`config.mk`:
```
export PLATFORM = sky130hd
export DESIGN_NAME = audio_tone_mixer
export DESIGN_NICKNAME = d
export VERILOG_FILES = /design/src/rtl/audio_pkg.sv /design/src/rtl/audio_frame_fifo.sv /design/src/rtl/audio_tone_mixer.sv
export SDC_FILE = /design/constraint.sdc
export NUM_CORES = 1
export LEC_CHECK = 0
export ABC_AREA = 0
export CAP_MARGIN = 20
export CORE_UTILIZATION = 60
export DETAILED_ROUTE_END_ITERATION = 7
export DONT_BUFFER_PORTS = 1
export GPL_TIMING_DRIVEN = 1
export PLACE_DENSITY = 0.78
export SLEW_MARGIN = 20
export SYNTH_ARGS = -nofsm -noshare
export SYNTH_HDL_FRONTEND = slang
export SYNTH_SLANG_ARGS = --single-unit
```
`constraint.sdc`:
```
create_clock -name clk -period 16 [get_ports clk]
set_clock_uncertainty 0.15 [all_clocks]
set_input_delay 2.4 -clock clk [delete_from_list [all_inputs] [get_ports clk]]
set_output_delay 2.4 -clock clk [all_outputs]
set_load 0.02 [all_outputs]
```
`src/rtl/audio_pkg.sv`:
```
// Shared types, tone defaults and the saturating adder used by the audio tone mixer.
package audio_pkg;

  localparam int          SAMPLE_W     = 16;
  localparam logic [14:0] TONE_LOW_DEF = 15'd3000;
  localparam int          TONE_AMP_DEF = 10000;

  typedef logic signed [SAMPLE_W-1:0] sample_t;

  typedef struct packed {
    sample_t left;
    sample_t right;
  } frame_t;

  // Adds two sign-extended operands and clamps the result to a w-bit signed range.
  function automatic logic signed [31:0] sat_add(input logic signed [31:0] a,
                                                 input logic signed [31:0] b,
                                                 input int unsigned w);
    logic signed [32:0] sum;
    logic signed [32:0] hi;
    logic signed [32:0] lo;
    sum = 33'(a) + 33'(b);
    hi  = (33'sd1 <<< (w - 1)) - 33'sd1;
    lo  = -(33'sd1 <<< (w - 1));
    if (sum > hi)      sum = hi;
    else if (sum < lo) sum = lo;
    return 32'(sum);
  endfunction

endpackage

```
`src/rtl/audio_frame_fifo.sv`:
```
// Registered-output-free frame FIFO: wrapping pointers, occupancy count, no fall-through.
module audio_frame_fifo #(
  parameter int WIDTH = 32,
  parameter int DEPTH = 8
) (
  input  logic                     clk,
  input  logic                     reset,
  input  logic                     push,
  input  logic                     pop,
  input  logic [WIDTH-1:0]         wr_data,
  output logic [WIDTH-1:0]         rd_data,
  output logic                     full,
  output logic                     empty,
  output logic [$clog2(DEPTH):0]   count
);

  localparam int AW = $clog2(DEPTH);

  logic [WIDTH-1:0] r_mem [DEPTH];
  logic [AW-1:0]    r_wr_ptr;
  logic [AW-1:0]    r_rd_ptr;
  logic [AW:0]      r_count;
  logic             w_push;
  logic             w_pop;

  assign full    = (r_count == (AW+1)'(DEPTH));
  assign empty   = (r_count == '0);
  assign count   = r_count;
  assign rd_data = r_mem[r_rd_ptr];
  assign w_push  = push && !full;
  assign w_pop   = pop && !empty;

  // NOTE: sequential state uses non-blocking (<=) so every register samples pre-edge values.
  always_ff @(posedge clk) begin
    if (reset) begin
      r_wr_ptr <= '0;
      r_rd_ptr <= '0;
      r_count  <= '0;
    end else begin
      if (w_push) r_wr_ptr <= r_wr_ptr + 1'b1;
      if (w_pop)  r_rd_ptr <= r_rd_ptr + 1'b1;
      case ({w_push, w_pop})
        2'b10:   r_count <= r_count + 1'b1;
        2'b01:   r_count <= r_count - 1'b1;
        default: r_count <= r_count;
      endcase
    end
  end

  // NOTE: the storage array has no reset; slots behind a zero count are never read out.
  always_ff @(posedge clk) begin
    if (w_push) r_mem[r_wr_ptr] <= wr_data;
  end

endmodule

```
`src/rtl/audio_tone_mixer.sv`:
```
// Pairs mono/stereo source words into frames, buffers them, and mixes a square tone on output.
module audio_tone_mixer
  import audio_pkg::*;
#(
  parameter int          AUDIO_WIDTH = 16,
  parameter int          FIFO_DEPTH  = 8,
  parameter logic [14:0] TONE_LOW    = TONE_LOW_DEF,
  parameter int          TONE_AMP    = TONE_AMP_DEF
) (
  input  logic                   clk,
  input  logic                   reset,
  input  logic                   mode,
  input  logic [3:0]             tone_sel,
  input  logic [AUDIO_WIDTH-1:0] src_sample,
  input  logic                   src_wr,
  output logic                   src_ready,
  input  logic                   out_allowed,
  output logic [AUDIO_WIDTH-1:0] out_left,
  output logic [AUDIO_WIDTH-1:0] out_right,
  output logic                   out_write
);

  localparam int W  = AUDIO_WIDTH;
  localparam int CW = $clog2(FIFO_DEPTH) + 1;
  localparam logic signed [W:0] L_AMP = (W+1)'(TONE_AMP);

  logic           r_src_ready;
  logic           r_pending;
  logic [W-1:0]   r_held;
  logic           r_mode_d;
  logic [18:0]    r_tone_cnt;
  logic           r_phase;

  logic           w_accept;
  logic           w_mode_chg;
  logic           w_push;
  logic [2*W-1:0] w_wr_frame;
  logic           w_pop;
  logic [2*W-1:0] w_rd_frame;
  logic           w_full;
  logic           w_empty;
  logic [CW-1:0]  w_count;
  logic [CW-1:0]  w_count_next;
  logic [18:0]    w_period;
  logic [18:0]    w_cnt_inc;
  logic signed [W:0] w_tone;
  logic [W-1:0]   w_mix_l;
  logic [W-1:0]   w_mix_r;

  assign src_ready  = r_src_ready;
  assign w_accept   = src_wr && r_src_ready;
  assign w_mode_chg = (mode != r_mode_d);
  assign w_pop      = !w_empty && out_allowed;

  // NOTE: always_comb gives every output a default first, so no path can infer a latch.
  always_comb begin
    w_push     = 1'b0;
    w_wr_frame = {src_sample, src_sample};
    if (w_accept) begin
      if (!mode) begin
        w_push = 1'b1;
      end else if (r_pending && !w_mode_chg) begin
        w_push     = 1'b1;
        w_wr_frame = {r_held, src_sample};
      end
    end
  end

  assign w_count_next = w_count + CW'(w_push) - CW'(w_pop);

  audio_frame_fifo #(
    .WIDTH (2*W),
    .DEPTH (FIFO_DEPTH)
  ) u_fifo (
    .clk     (clk),
    .reset   (reset),
    .push    (w_push && !w_full),
    .pop     (w_pop),
    .wr_data (w_wr_frame),
    .rd_data (w_rd_frame),
    .full    (w_full),
    .empty   (w_empty),
    .count   (w_count)
  );

  // A mode flip in either direction drops a held left word; a word arriving then starts fresh.
  always_ff @(posedge clk) begin
    if (reset) begin
      r_src_ready <= 1'b0;
      r_pending   <= 1'b0;
      r_held      <= '0;
      r_mode_d    <= 1'b0;
    end else begin
      r_src_ready <= (w_count_next != CW'(FIFO_DEPTH));
      r_mode_d    <= mode;
      if (mode && w_accept) begin
        if (r_pending && !w_mode_chg) begin
          r_pending <= 1'b0;
        end else begin
          r_held    <= src_sample;
          r_pending <= 1'b1;
        end
      end else if (!mode || w_mode_chg) begin
        r_pending <= 1'b0;
      end
    end
  end

  assign w_period  = {tone_sel, TONE_LOW};
  assign w_cnt_inc = r_tone_cnt + 19'd1;
  assign w_tone    = (tone_sel == 4'd0) ? '0 : (r_phase ? L_AMP : -L_AMP);

  always_ff @(posedge clk) begin
    if (reset || tone_sel == 4'd0) begin
      r_tone_cnt <= '0;
      r_phase    <= 1'b0;
    end else if (w_cnt_inc >= w_period) begin
      r_tone_cnt <= '0;
      r_phase    <= ~r_phase;
    end else begin
      r_tone_cnt <= w_cnt_inc;
    end
  end

  assign w_mix_l = W'(sat_add(32'($signed(w_rd_frame[2*W-1:W])), 32'(w_tone), W));
  assign w_mix_r = W'(sat_add(32'($signed(w_rd_frame[W-1:0])), 32'(w_tone), W));

  always_ff @(posedge clk) begin
    if (reset) begin
      out_left  <= '0;
      out_right <= '0;
      out_write <= 1'b0;
    end else begin
      out_write <= w_pop;
      if (w_pop) begin
        out_left  <= w_mix_l;
        out_right <= w_mix_r;
      end
    end
  end

endmodule

```
# Yosys cells after proc, flatten, opt, wreduce, memory -nomap -nowiden
# Memories as Yosys holds them, arrays and structs flattened. A register that Yosys moved wholly into a read port is not among the register bits.
# Cells that the tools add are included.
[classes] add_sub_neg=9 magnitude_cmp=5 n_eq_ne=5 mux=20 bitwise_logic=2 reduce_logical=19
[ops] cell="32-bit two-way mux" count=3
[ops] cell="16-bit two-way mux" count=4
[ops] cell="16-bit by 17-bit adder with 18-bit output" count=2
[ops] cell="18-bit by 16-bit > comparator with 1-bit output, second input constant" count=2
[ops] cell="18-bit by 16-bit < comparator with 1-bit output, second input constant" count=2
[ops] cell="17-bit two-way mux" count=2
[ops] cell="19-bit by 1-bit adder with 19-bit output, second input constant" count=1
[ops] cell="19-bit greater-or-equal comparator" count=1
[ops] cell="4-bit zero test" count=2
[ops] cell="1-bit two-way mux" count=8
[ops] cell="4-bit case mux with 2 select lines" count=1
[ops] cell="1-bit logical AND" count=7
[ops] cell="3-bit by 1-bit adder with 3-bit output, second input constant" count=2
[ops] cell="3-bit two-way mux" count=2
[ops] cell="4-bit by 1-bit adder with 4-bit output" count=1
[ops] cell="4-bit by 1-bit adder with 4-bit output, second input constant" count=1
[ops] cell="4-bit equality test, second input constant" count=1
[ops] cell="1-bit zero test" count=4
[ops] cell="4-bit inequality test, second input constant" count=1
[ops] cell="2-bit nonzero test" count=2
[ops] cell="4-bit by 1-bit subtractor with 4-bit output" count=1
[ops] cell="4-bit by 1-bit subtractor with 4-bit output, second input constant" count=1
[ops] cell="2-bit by 1-bit equality test with 1-bit output, second input constant" count=1
[ops] cell="2-bit equality test, second input constant" count=1
[ops] cell="other kinds (5)" count=7
[totals] register_bits=82 mem_bits_rw=256 output_inout_bits=34 word_cells=73 n_memories=1
[mem_list] name="u_fifo.r_mem" words=8 width=32 rd=1 rd_clocked_by_memory_dff=1 wr=1 line="audio_frame_fifo.sv:19" rtl="logic [WIDTH-1:0] r_mem [DEPTH];"

# Logic depth before layout (Yosys ltp)
[logic_depth] word_depth=10 depth_mapped=21 mapped_depth_nobuf=14

# Cells and area by module
# From an unflattened synthesis, not the netlist that was laid out.
[unflattened] cells_unflattened=1118 area_unflattened_um2=15723.8
[by_module_without_submodules] module="audio_frame_fifo" instances=1 cells_per_inst=444 area_each_um2=10543.9 seq_area_each_um2=7947.6
[by_module_without_submodules] module="audio_tone_mixer" instances=1 cells_per_inst=674 area_each_um2=5180.0 seq_area_each_um2=1441.4

# Least setup slack after synthesis
# No wires, ideal clock.
[synth_timing] path_type="input to register" from="in mode" to="mem u_fifo.r_mem[4][0], enable pin" setup_time_ps=468 t_arrival_ps=5844 slack_ps=9538 stages=6 path_buffers=0 path_cell_list="ha_1 > nand2b_1 > a21oi_1 > and2_0 > nand2b_1 > nor3b_1"
[synth_between] elab_chain_len=10
[synth_rtl] element="from (decl)" line="audio_tone_mixer.sv:12" rtl="input logic mode,"
[synth_rtl] element="1-bit inequality test" line="audio_tone_mixer.sv:52" rtl="assign w_mode_chg = (mode != r_mode_d);"
[synth_rtl] element="1-bit zero test" line="audio_tone_mixer.sv:62" rtl="end else if (r_pending && !w_mode_chg) begin"
[synth_rtl] element="1-bit logical AND" line="audio_tone_mixer.sv:62"
[synth_rtl] element="1-bit two-way mux" line="audio_tone_mixer.sv:62"
[synth_rtl] element="1-bit two-way mux *" line="audio_tone_mixer.sv:60" rtl="if (!mode) begin"
[synth_rtl] element="1-bit two-way mux *" line="audio_tone_mixer.sv:59" rtl="if (w_accept) begin"
[synth_rtl] element="1-bit logical AND *" line="audio_tone_mixer.sv:77" rtl=".push (w_push && !w_full),"
[synth_rtl] element="1-bit logical AND *" line="audio_frame_fifo.sv:30" rtl="assign w_push = push && !full;"
[synth_rtl] element="1-bit two-way mux *" line="audio_frame_fifo.sv:52" rtl="if (w_push) r_mem[r_wr_ptr] <= wr_data;"
[synth_rtl] element="1-bit two-way mux (implied by the code) *" line="audio_frame_fifo.sv:52"
[synth_rtl] element="to (decl)" line="audio_frame_fifo.sv:19"
# Every way passes the cells marked *; elsewhere a longest branch is shown, timed or not.

# Worst setup path in the final report
[layout_timing] from="in tone_sel[1]" to="reg out_right[12]"
[layout_between] elab_chain_len=6
[layout_rtl] element="from (decl)" line="audio_tone_mixer.sv:13" rtl="input logic [3:0] tone_sel,"
[layout_rtl] element="4-bit zero test *" line="audio_tone_mixer.sv:111" rtl="assign w_tone = (tone_sel == 4'd0) ? '0 : (r_phase ? L_AMP : -L_AMP);"
[layout_rtl] element="17-bit two-way mux *" line="audio_tone_mixer.sv:111"
[layout_rtl] element="16-bit by 17-bit adder with 18-bit output *" line="audio_pkg.sv:22" rtl="sum = 33'(a) + 33'(b);"
[layout_rtl] element="18-bit by 16-bit < comparator with 1-bit output" line="audio_pkg.sv:26" rtl="else if (sum < lo) sum = lo;"
[layout_rtl] element="16-bit two-way mux" line="audio_pkg.sv:26"
[layout_rtl] element="16-bit two-way mux *" line="audio_pkg.sv:25" rtl="if (sum > hi) sum = hi;"
[layout_rtl] element="to (signal assigned)" line="audio_tone_mixer.sv:137" rtl="out_right <= w_mix_r;"
[layout_rtl] element="to (decl)" line="audio_tone_mixer.sv:19" rtl="output logic [AUDIO_WIDTH-1:0] out_right,"
# Marks and branches as above.
# A chain may end at the register's enable or synchronous reset.

==> reports/qor.txt <==
Largest net degree at the start of global routing -> 65
Row count -> 58
Number of global-route vias before repair -> 8911
Final WL -> 32600 um
Vias -> 8917
R2r setup slk -> 10.76 ns
CP Data Arrival Time -> 6.57 ns
Slew Viols, Final -> 0
First-pass GRT wire length -> 50400 um
Root Buffer Master -> clkbuf_16
VDD IR-drop max -> 134 uV
Post-Synth Simple-Gate Area -> 0.0837
Slew headroom -> 0.256
#FFs+latches synth -> 341
Post-Syn Instances -> 1073
Deepest clock path buffer count -> 3
I/O pins -> 59
Synth Area per Inst -> 14.3 um2
Residual DRC -> 0
Run status -> complete, no violations
Power Dens Cells -> 147 nW/um2
Synth Area in XOR/XNOR -> 0.0296
Main combinational cell family by area after synthesis -> multiplexers
Dpl ws -> 9.11 ns
Initial antenna violation count -> 0
Port Buffer Count -> 0
Antenna diode instance count -> 0
Main synth FF type -> edfxtp_1
Tot GR Track Use -> 0.258
Placer congestion estimate -> 0.877
Finished Core Util -> 0.671
Placed inst area -> 15700 um2
Die X -> 162 um
Hold_buf cts -> 0
Via density -> 6.24
Syn Nets -> 1139
Area growth from synthesis to layout -> 10.0%
Measured slew at the worst slew-check pin -> 1.12 ns
Initial Util -> 0.610
WS Path Type -> in2reg
Detailed Place HPWL -> 19300 um
FILL cells -> 1685
Cell variety after synth -> 75
Period utilization -> 0.398
Fin Setup TNS -> 0 ns
Maxcap violations -> 0
Sinks on Clock Net -> 341
Worst path required time -> 16.20 ns
Core area -> 25200 um2
Share of cells above drive strength 1 -> 0.190
Die area -> 26200 um2
DIE HEIGHT -> 162 um
Synth Area in Adders -> 0.0350
Post-synth EDFFs -> 256
Period minus WS final -> 6.37 ns
Register clock-pin slew on the reported worst setup and hold paths -> 0.06 ns
Routed Antenna Nets -> 0
Pwr Total -> 2.48 mW
Post-synthesis sequential area ratio -> 0.611
Cell area after synthesis -> 15400 um2
CTS tree -> yes
Mux contribution to synthesized area -> 0.146
Worst Setup End Kind -> flop
Fin. Hold Viols -> 0
Post-synthesis async set-or-reset flop share -> 0
Grt ovf -> 0
Critical Path Fanout Max -> 20
DR pass1 iterations -> 5
Leakage dissipation -> 5.61 nW
Yosys Warn Count -> 0
Iter 0 DRT Violations -> 825
Mean routed wirelength per cell -> 22.8 um
Design area -> 16900 um2
HP Class -> reg2reg
RSZ-0062 raised after global routing -> no
Setup-failing EPs final -> 0
H-tree Lvls -> 2
Clk Latency, worst-skew pair -> 0.51 ns
Fmax -> 0.157 GHz
Cts bufs inserted -> 34
Element type at the critical path start -> primary input
CTS resizes -> 0
Setup Buffers After CTS -> 0
Layout Nets -> 1140
Min setup slack post-route -> 9.63 ns
Synth Area in Compound Gates -> 0.0698
==> synth_stat cells (3+ instances only) <==
| cell type | count | share of area |
|---|---|---|
| edfxtp_1 | 256 | 0.50 |
| nand2_1 | 94 | 0.023 |
| dfxtp_1 | 85 | 0.11 |
| nor2_1 | 84 | 0.021 |
| mux4_2 | 73 | 0.11 |
| a21oi_1 | 49 | 0.016 |
| ha_1 | 39 | 0.032 |
| inv_1 | 37 | 0.0090 |
| mux2_2 | 33 | 0.024 |
| xnor2_1 | 32 | 0.018 |
| clkbuf_1 | 28 | 0.0068 |
| mux2i_1 | 23 | 0.015 |
| o21ai_0 | 23 | 0.0075 |
| a211oi_1 | 22 | 0.011 |
| xor2_1 | 20 | 0.011 |
| nor2b_1 | 18 | 0.0073 |
| buf_2 | 15 | 0.0049 |
| nand3_1 | 12 | 0.0039 |
| and3_1 | 9 | 0.0037 |
| nand3b_1 | 9 | 0.0044 |
| a211oi_2 | 8 | 0.0065 |
| and2_1 | 7 | 0.0029 |
| a21o_1 | 6 | 0.0029 |
| nor3b_1 | 6 | 0.0029 |
| buf_4 | 5 | 0.0024 |
| nor3_1 | 5 | 0.0016 |
| o21a_1 | 4 | 0.0020 |
| or2_2 | 4 | 0.0016 |
| a31oi_1 | 3 | 0.0012 |
| and4_1 | 3 | 0.0017 |
| nand2b_1 | 3 | 0.0012 |
| nand4_1 | 3 | 0.0012 |
==> per-stage QoR <==
| stage | hold WS (ns) | std cells |
|---|---|---|
| floorplan | 0.275 | 1073 |
| global placement | 0.282 | 1367 |
| detailed placement | 0.289 | 1367 |
| CTS | 0.299 | 1429 |
| global route | 0.315 | 1430 |
| finish | 0.297 | 1430 |
==> sequential cells by signal, indices dropped and copies added (netlist names), named ones only <==
signal,cells
u_fifo.count,4
src_ready,1
r_phase,1
u_fifo.r_wr_ptr,3
out_write,1
r_tone_cnt,19
u_fifo.r_rd_ptr,3
r_held,16
r_mode_d,1
out_left,16
r_pending,1
out_right,16
u_fifo.r_mem,256
==> cells by family (layout without fill, tap and decap cells) <==
logic type,after synthesis,count (layout)
buffers and inverters,88,115
AO/OA/AOI/OAI,149,149
multiplexers,129,129
AND/OR/NAND/NOR,272,272
adder cells (fa/ha/maj),42,42
flip-flops,341,341
XOR/XNOR,52,52
==> per-layer routing <==
layer	up-vias	track usage	share of wire
met2	312	0.417	0.48
met1	4478	0.350	0.42
li1	4080	-	-
met3	47	0.0587	0.074
met5	-	0	0
met4	0	0.0772	0.021
==> worst max-delay path, cell delays in order <==
cell and delay [ns]:
nor4_2 0.55, or2_2 0.48, inv_1 0.45, xnor2_1 0.30, ha_1 0.21, inv_1 0.07, a2111oi_2 0.38, o2111ai_1 0.16
a31oi_1 0.23, or2_0 0.19, a311oi_2 0.13, a311oi_4 0.80, a211oi_2 0.18
==> worst paths after layout <==
path                            depth (start not counted)       endpoint   startpoint
worst max-delay path                                   13  out_right[12]  tone_sel[1]
worst min-delay path                                    2      r_held[9]    r_held[9]
worst max register to register                         13    out_left[0]         flop
worst min register to register                          2      r_held[9]    r_held[9]
==> cell usage in the layout (no fill, tap or decap), types with 6 or more instances in the layout <==
cell type  count
a21o_1         6
and2_1         7
nor2_1        82
mux2_2        33
clkinv_1       7
mux2i_1       23
a21oi_1       49
a211oi_1      22
o21ai_0       23
buf_4         14
and3_1         9
clkbuf_16     36
xor2_1        20
a211oi_2       8
nand2_1       94
mux4_2        73
nand3_1       12
edfxtp_1     256
nand3b_1       9
dfxtp_1       82
nor2b_1       17
ha_1          39
xnor2_1       32
clkbuf_1       6
inv_1         37
==> area by class of cell <==
class	count	area, um2	share of cell area
tap	330	413	0.0244
sequential	341	9400	0.556
inverter	38	143	0.00844
multi-input combinational	644	5660	0.335
clock buffer	43	937	0.0555
timing repair buffer	15	133	0.00785
clock inverter	19	214	0.0127
==> power breakdown <==
part	internal, mW	total [mW]	switching [mW]
clock	0.483	0.808	0.325
sequential	1.00	1.10	0.0943
combinational	0.257	0.571	0.313
total	1.74	2.48	0.732
(Power assumes the default switching activity.)
